$ cat src/rtl/seg7_pkg.sv
// Shared definitions for the 7-segment scan controller: segment encoding and the
// hex-to-segment decode.
package seg7_pkg;

  localparam logic [6:0] SEG_OFF = 7'b0000000;

  // Active-high segments, bit order gfedcba.
  function automatic logic [6:0] hex_to_seg(input logic [3:0] hex);
    logic [6:0] seg;
    case (hex)
      4'h0:    seg = 7'b0111111;
      4'h1:    seg = 7'b0000110;
      4'h2:    seg = 7'b1011011;
      4'h3:    seg = 7'b1001111;
      4'h4:    seg = 7'b1100110;
      4'h5:    seg = 7'b1101101;
      4'h6:    seg = 7'b1111101;
      4'h7:    seg = 7'b0000111;
      4'h8:    seg = 7'b1111111;
      4'h9:    seg = 7'b1101111;
      4'hA:    seg = 7'b1110111;
      4'hB:    seg = 7'b1111100;
      4'hC:    seg = 7'b0111001;
      4'hD:    seg = 7'b1011110;
      4'hE:    seg = 7'b1111001;
      default: seg = 7'b1110001;
    endcase
    return seg;
  endfunction

endpackage

$ cat src/rtl/seg7_scan_ctrl.sv
// Multiplexed 7-segment scanner with hex decode, per-digit dp/enable, leading-zero
// blanking, PWM brightness and a frame-synchronous shadow register.
module seg7_scan_ctrl
  import seg7_pkg::*;
#(
  parameter int NUM_DIGITS = 4,
  parameter int SCAN_DIV   = 262144,
  parameter int BRIGHT_W   = 4,
  parameter int ACTIVE_LOW = 1
) (
  input  logic                    clk,
  input  logic                    rst_ni,
  input  logic [4*NUM_DIGITS-1:0] value,
  input  logic [NUM_DIGITS-1:0]   dp_in,
  input  logic [NUM_DIGITS-1:0]   digit_en,
  input  logic                    blank_lz,
  input  logic [BRIGHT_W-1:0]     brightness,
  input  logic                    load,
  input  logic                    clr,
  output logic [6:0]              a_to_g,
  output logic [NUM_DIGITS-1:0]   an,
  output logic                    dp,
  output logic                    frame_o
);

  localparam int PRE_W = (SCAN_DIV > 1) ? $clog2(SCAN_DIV) : 1;
  localparam int IDX_W = (NUM_DIGITS > 1) ? $clog2(NUM_DIGITS) : 1;
  localparam logic [PRE_W-1:0] PRE_TC   = PRE_W'(SCAN_DIV - 1);
  localparam logic [IDX_W-1:0] IDX_LAST = IDX_W'(NUM_DIGITS - 1);
  localparam logic             POL      = (ACTIVE_LOW != 0);

  logic [4*NUM_DIGITS-1:0] shadow_val, disp_val;
  logic [NUM_DIGITS-1:0]   shadow_dp, disp_dp;
  logic [PRE_W-1:0]        pre_cnt;
  logic [IDX_W-1:0]        idx;
  logic [BRIGHT_W-1:0]     pwm_cnt;

  logic pre_tc, frame_start;

  assign pre_tc      = (pre_cnt == PRE_TC);
  assign frame_start = pre_tc && (idx == IDX_LAST);

  always_ff @(posedge clk or negedge rst_ni) begin
    if (!rst_ni) begin
      shadow_val <= '0;
      shadow_dp  <= '0;
    end else if (load) begin
      shadow_val <= value;
      shadow_dp  <= dp_in;
    end
  end

  // Display only follows the shadow at a frame boundary (or clr), so a scan never tears.
  always_ff @(posedge clk or negedge rst_ni) begin
    if (!rst_ni) begin
      disp_val <= '0;
      disp_dp  <= '0;
    end else if (clr || frame_start) begin
      disp_val <= shadow_val;
      disp_dp  <= shadow_dp;
    end
  end

  always_ff @(posedge clk or negedge rst_ni) begin
    if (!rst_ni) begin
      pre_cnt <= '0;
      idx     <= '0;
      pwm_cnt <= '0;
      frame_o <= 1'b0;
    end else if (clr) begin
      pre_cnt <= '0;
      idx     <= '0;
      pwm_cnt <= '0;
      frame_o <= 1'b0;
    end else begin
      pwm_cnt <= pwm_cnt + 1'b1;
      frame_o <= frame_start;
      if (pre_tc) begin
        pre_cnt <= '0;
        idx     <= (idx == IDX_LAST) ? '0 : idx + 1'b1;
      end else begin
        pre_cnt <= pre_cnt + 1'b1;
      end
    end
  end

  logic [NUM_DIGITS-1:0] lz_mask;
  logic                  upper_zero;

  // Walk from the top digit down; a digit blanks only while everything above it is zero.
  always_comb begin
    upper_zero = 1'b1;
    lz_mask    = '0;
    for (int i = NUM_DIGITS - 1; i >= 0; i--) begin
      upper_zero = upper_zero && (disp_val[4*i +: 4] == 4'h0);
      lz_mask[i] = blank_lz && (i != 0) && upper_zero && !disp_dp[i];
    end
  end

  logic [3:0]            cur_nib;
  logic                  cur_dp, cur_en, cur_blank, lit;
  logic [NUM_DIGITS-1:0] sel, an_nxt;
  logic [6:0]            seg_nxt;
  logic                  dp_nxt;

  always_comb begin
    cur_nib   = '0;
    cur_dp    = 1'b0;
    cur_en    = 1'b0;
    cur_blank = 1'b0;
    sel       = '0;
    for (int i = 0; i < NUM_DIGITS; i++) begin
      if (idx == IDX_W'(i)) begin
        cur_nib   = disp_val[4*i +: 4];
        cur_dp    = disp_dp[i];
        cur_en    = digit_en[i];
        cur_blank = lz_mask[i];
        sel[i]    = 1'b1;
      end
    end
    lit     = cur_en && (pwm_cnt < brightness) && !cur_blank;
    seg_nxt = cur_blank ? SEG_OFF : hex_to_seg(cur_nib);
    an_nxt  = lit ? sel : '0;
    dp_nxt  = lit && cur_dp;
  end

  always_ff @(posedge clk or negedge rst_ni) begin
    if (!rst_ni) begin
      a_to_g <= {7{POL}};
      an     <= {NUM_DIGITS{POL}};
      dp     <= POL;
    end else begin
      a_to_g <= seg_nxt ^ {7{POL}};
      an     <= an_nxt ^ {NUM_DIGITS{POL}};
      dp     <= dp_nxt ^ POL;
    end
  end

endmodule

$ cat config.mk
export PLATFORM = sky130hd
export DESIGN_NAME = seg7_scan_ctrl
export DESIGN_NICKNAME = d
export VERILOG_FILES = /design/src/rtl/seg7_pkg.sv /design/src/rtl/seg7_scan_ctrl.sv
export SDC_FILE = /design/constraint.sdc
export NUM_CORES = 1
export LEC_CHECK = 0
export ABC_AREA = 0
export BUFFER_PORTS_ARGS = -buffer_cell sky130_fd_sc_hd__buf_4
export CORE_ASPECT_RATIO = 0.7
export CORE_MARGIN = 10
export CORE_UTILIZATION = 49
export CTS_CLUSTER_DIAMETER = 40
export DETAILED_ROUTE_END_ITERATION = 10
export PLACE_DENSITY = 0.8
export SLEW_MARGIN = 30
export SYNTH_ARGS = -nofsm -noshare
export SYNTH_HDL_FRONTEND = slang
export SYNTH_SLANG_ARGS = --single-unit
$ cat constraint.sdc
create_clock -name clk -period 3.1 [get_ports clk]
set_clock_uncertainty 0.2 [all_clocks]
set_input_delay 0.62 -clock clk [delete_from_list [all_inputs] [get_ports clk]]
set_output_delay 0.62 -clock clk [all_outputs]
set_load 0.05 [all_outputs]
Word level (Yosys, flattened, before mapping)

Memories as Yosys holds them, arrays and structs flattened.
Index checks and enable logic that the tools add are counted.
Widths: inputs -> output; s select.

Add/sub/neg operators: 3
Reduce and logical (&&, ||, !) cells: 22
Bitwise gates (word level): 3
Magnitude comparators: 1
Eq/ne operators: 4
Mux-type cells: 28

Operator list:

| kind                  | number |
|---|---|
| $mux 18               | 2 |
| $mux 4                | 6 |
| $add 18x1->18 const B | 1 |
| $eq 18x18->1 const B  | 1 |
| $mux 1                | 16 |
| $logic_and 1x1->1     | 12 |
| $logic_not 4->1       | 3 |
| $mux 7                | 1 |
| $not 7->7             | 1 |
| $mux 2                | 3 |
| $add 4x1->4 const B   | 1 |
| $eq 2x2->1 const B    | 2 |
| $logic_not 1->1       | 4 |
| $lt 4x4->1            | 1 |
| $not 4->4             | 1 |
| $add 2x1->2 const B   | 1 |
| $eq 2x1->1 const B    | 1 |
| $logic_not 2->1       | 1 |
| $reduce_bool 2->1     | 1 |
| $logic_or 1x1->1      | 1 |
| $not 1->1             | 1 |

Output and inout bits: 13
Memories: 1
Word-level logic and storage cells: 73
Input port bits: 33
Bits in read-only memories: 112
Flip-flop bits (word level): 77

Memory list:

| memory           | words | width | read ports | clocked after Yosys merged registers in | write ports | line           | source |
|---|---|---|---|---|---|---|---|
| (name not given) | 16    | 7     | 1          | 0                                       | 0           | seg7_pkg.sv:10 | `case (hex)` |

Longest topological paths before layout

Depth after elaboration: 12
Depth in mapped cells: 11

Worst setup path after synthesis

OpenSTA, ideal clock, no wires.

Path type: register -> register
Start: register idx[0]
End: register a_to_g[3]
Period minus slack after synthesis: 2425 ps
Path slack: 675 ps
Buffers on the path: 1
Arrival: 2127 ps
Setup time: 98 ps
Cell stages (with the launch flop): 11
Cell sequence: dfrtp_1 -> inv_1 -> ha_1 -> clkbuf_1 -> a21oi_1 -> a22oi_1 -> inv_1 -> ha_1 -> o21ai_0 -> o211a_1 -> o21ai_0

Longest elaborated chain between the ends: 8

RTL lines:

| item                           | line                  | source |
|---|---|---|
| from (decl)                    | seg7_scan_ctrl.sv:35  | `logic [IDX_W-1:0] idx;` |
| from (signal assigned)         | seg7_scan_ctrl.sv:80  | `idx <= (idx == IDX_LAST) ? '0 : idx + 1'b1;` |
| $logic_not 2->1                | seg7_scan_ctrl.sv:113 | `if (idx == IDX_W'(i)) begin` |
| $mux 4 (4 in a row)            | seg7_scan_ctrl.sv:113 |  |
| $mem_v2 16x7                   | --                    |  |
| $mux 7 (*)                     | seg7_scan_ctrl.sv:122 | `seg_nxt = cur_blank ? SEG_OFF : hex_to_seg(cur_nib);` |
| $not 7->7 (no source line) (*) | --                    |  |
| to (signal assigned)           | seg7_scan_ctrl.sv:129 | `a_to_g <= {7{POL}};` |
| to (signal assigned)           | seg7_scan_ctrl.sv:133 | `a_to_g <= seg_nxt ^ {7{POL}};` |
| to (decl)                      | seg7_scan_ctrl.sv:20  | `output logic [6:0] a_to_g,` |

Every way passes the cells marked *; elsewhere a longest branch is shown, timed or not.
A chain may end at the register's enable or synchronous reset.

Final worst setup path

Same ends and word-level chain as after synthesis.

==> results.yml <==
clock_network:
  cts_tree: "done"
  cts_sinks: 77
  insertion_delay_ps: 350
  cts-root-buf: "clkbuf_8"
  cts_buffers: 9
  htree_levels: 3
  cts_buffer_depth: 2
  path_clk_slew_ps: 80
  cts_resized: 0
  cts_setup_buffers: 0
  holdBufCountCts: 0
yosys:
  synth_top_family_by_area: "multiplexers"
  post_synth.cell_area_avg_sq_um: 11.77
  synthMuxAreaShare_pct: 15.25
  ys_types: 43
  syn_area_sq_um: 3709
  synth_cells: 315
  synth_compound_area_share_pct: 7.321
  ys_seq_area_share_pct: 52.36
  synth_xor_area_share_pct: 3.779
  synthAdderAreaFrac_pct: 5.061
  synth_nets: 363
  yosys.area_share.simple_pct: 13.23
  yosys_warnings: 0
  synth-seq-cells: 77
cells_and_area:
  area_growth_pct: 15.65
  seq_area_sq_um: 1942
  insertedDiodeCount: 0
  final_common_cell: "dfrtp_1"
  fill_cells: 597
  final_cell_mix: "dfrtp_1, buf_4, nor2_1"
  multi_input_comb_area_sq_um: 1655
  layout-drive-gt1-share_pct: 31.97
  fin_nets: 409
global_route:
  grtUsageTotal_pct: 14.03
  antenna_found_initial: 0
  grt_pass1_vias: 2474
  grt_max_degree: 78
  grt_pass1_wl_mm: 12.83
  grt_overflow: 0
timing:
  slew_viol_final: 0
  max_clock_freq_mhz: 356.2
  hold_violations: 0
  fin_crit_ps: 2808
  whs_ps: 81.38
  rsz0062_at_grt: "no"
  timing.final.crit_share_pct: 90.57
  tightestPinTransition_ps: 667.4
  final.setup.worst_slack_ps: 292.3
  tns_ps: 0
  slew_headroom_pct: 55.51
  setup_violations: 0
floorplanning:
  num_rows: 26
  coreArea_sq_um: 7320
  start_util_pct: 50.67
  io_pins: 46
  die_area_sq_um: 11500
  die_y_um: 92.79
  chipWidth_um: 124.0
route:
  drtAntennaViolNets: 0
  drt-pass1-iter-count: 5
  drtIter0Drc: 149
  routed_via_density: 5.377
  wl_per_cell_um: 16.46
  drc_errors: 0
  vias: 2495
  drt-total-wl_mm: 7.636
setup_path:
  crit_arrival_ps: 2860
  critical_path_class: "flip-flop to flip-flop"
  critPathMaxFanout: 15
  cp-start-kind: "flip-flop"
  cp_data_required_time_ps: 3160
  critPathCaptureType: "flip-flop"
power:
  ir_drop_v: 0.0002640
  p_per_area_nw_per_um2: 534.8
  leakagePower_nw: 1.980
  power_mw: 2.294
place:
  gp_congestion: 0.8184
  dp_hpwl_mm: 5.504
  io_buffer_count: 45
  pre_cts_ws_ps: 374.4
outcome:
  run_status: "completed"
hold_path:
  hp-class: "primary input to async pin"
run:
  cap_violations: 0
area by class of cell:
type / count / share of cell area [%]
sequential: 77 / 45.27
multi-input combinational: 213 / 38.59
timing repair buffer: 46 / 8.139
clock buffer: 10 / 2.975
tap: 98 / 2.859
inverter: 14 / 1.225
clock inverter: 6 / 0.9335
synth_stat cells, drive strengths merged:
cell      n  area (sq um)
dfrtp    65          1627
mux2     40         525.5
nor2     29         108.9
nand2    22         82.58
nand3    19         95.09
ha       15         187.7
inv      14         52.55
dfstp    12         315.3
a21oi    11         55.05
xor2     11         96.34
o21ai     8         40.04
clkbuf    7         26.28
nand4     5         37.53
xnor2     5         43.79
buf       4         32.53
mux2i     4         40.04
nor2b     4         25.02
nor4      4         40.04
a31oi     3         25.02
and3      3         18.77
nand3b    3         22.52
o221ai    3         26.28
or3       3         18.77
a211oi    2         15.01
a21o      2         15.01
a22o      2         17.52
nand2b    2         12.51
nor3      2         10.01
o22ai     2         12.51
a2111oi   1         15.01
a22oi     1         7.510
a41o      1         10.01
nand4bb   1         11.26
nor3b     1         7.510
o211a     1         10.01
o211ai    1         7.510
o21a      1         7.510
o31ai     1         7.510
critical path, cell delays in order (launching register included):
cell	delay, ps
dfrtp_1	410
inv_1	100
ha_1	390
a21oi_1	210
o21ai_0	110
a22oi_1	470
inv_1	180
ha_1	300
o21ai_0	100
o211a_1	170
o21ai_0	70
power by group:
part / switching, mW / total (mW) / internal (mW)
Sequential: 0.0708 / 1.19 / 1.12
Clock: 0.359 / 0.647 / 0.289
Combinational: 0.252 / 0.453 / 0.201
Total: 0.681 / 2.29 / 1.61
kinds of logic after synthesis:
group | after synthesis
buffers and inverters | 25
and+or+nand+nor | 98
AOI/OAI and AO/OA | 40
xor gates and xnor gates | 16
DFF | 77
muxes | 44
adders and majority gates | 15
per-stage QoR:
stage / std cells / util (%) / area [sq um]
2_1_floorplan: 315 / - / 3709
3_3_place_gp: 448 / 56.26 / 4118
3_5_place_dp: 448 / 56.26 / 4118
4_1_cts: 464 / 58.55 / 4285
5_1_grt: 464 / 58.60 / 4289
6_report: 464 / 58.60 / 4289
final timing paths:
path / startpoint / endpoint / slack [ps] / cells after the start
max reg2reg: idx[0]$_DFFE_PN0P_ / a_to_g[3]$_DFF_PN1_ / 290 / 10
max in group asynchronous: rst_ni / pwm_cnt[3]$_DFF_PN0_ / 2170 / 1
min in group clk: pwm_cnt[0]$_DFF_PN0_ / pwm_cnt[0]$_DFF_PN0_ / 290 / 1
min reg2reg: pwm_cnt[0]$_DFF_PN0_ / pwm_cnt[0]$_DFF_PN0_ / 290 / 1
min: rst_ni / shadow_dp[0]$_DFFE_PN0P_ / 80 / 1
max: idx[0]$_DFFE_PN0P_ / a_to_g[3]$_DFF_PN1_ / 290 / 10
registers in the layout (all words and copies together) (netlist names):
signal,cells
an,4
frame_o,1
pre_cnt,18
pwm_cnt,4
idx,2
a_to_g,7
shadow_dp,4
shadow_val,16
disp_val,16
disp_dp,4
dp,1
routing by layer:
layer  track usage, %  share of wire [%]
met5                0                  0
met4            4.589                1.3
met3            5.518                7.7
met2            20.64                 44
met1            18.47                 47
Power figures use the tool's default switching activity.
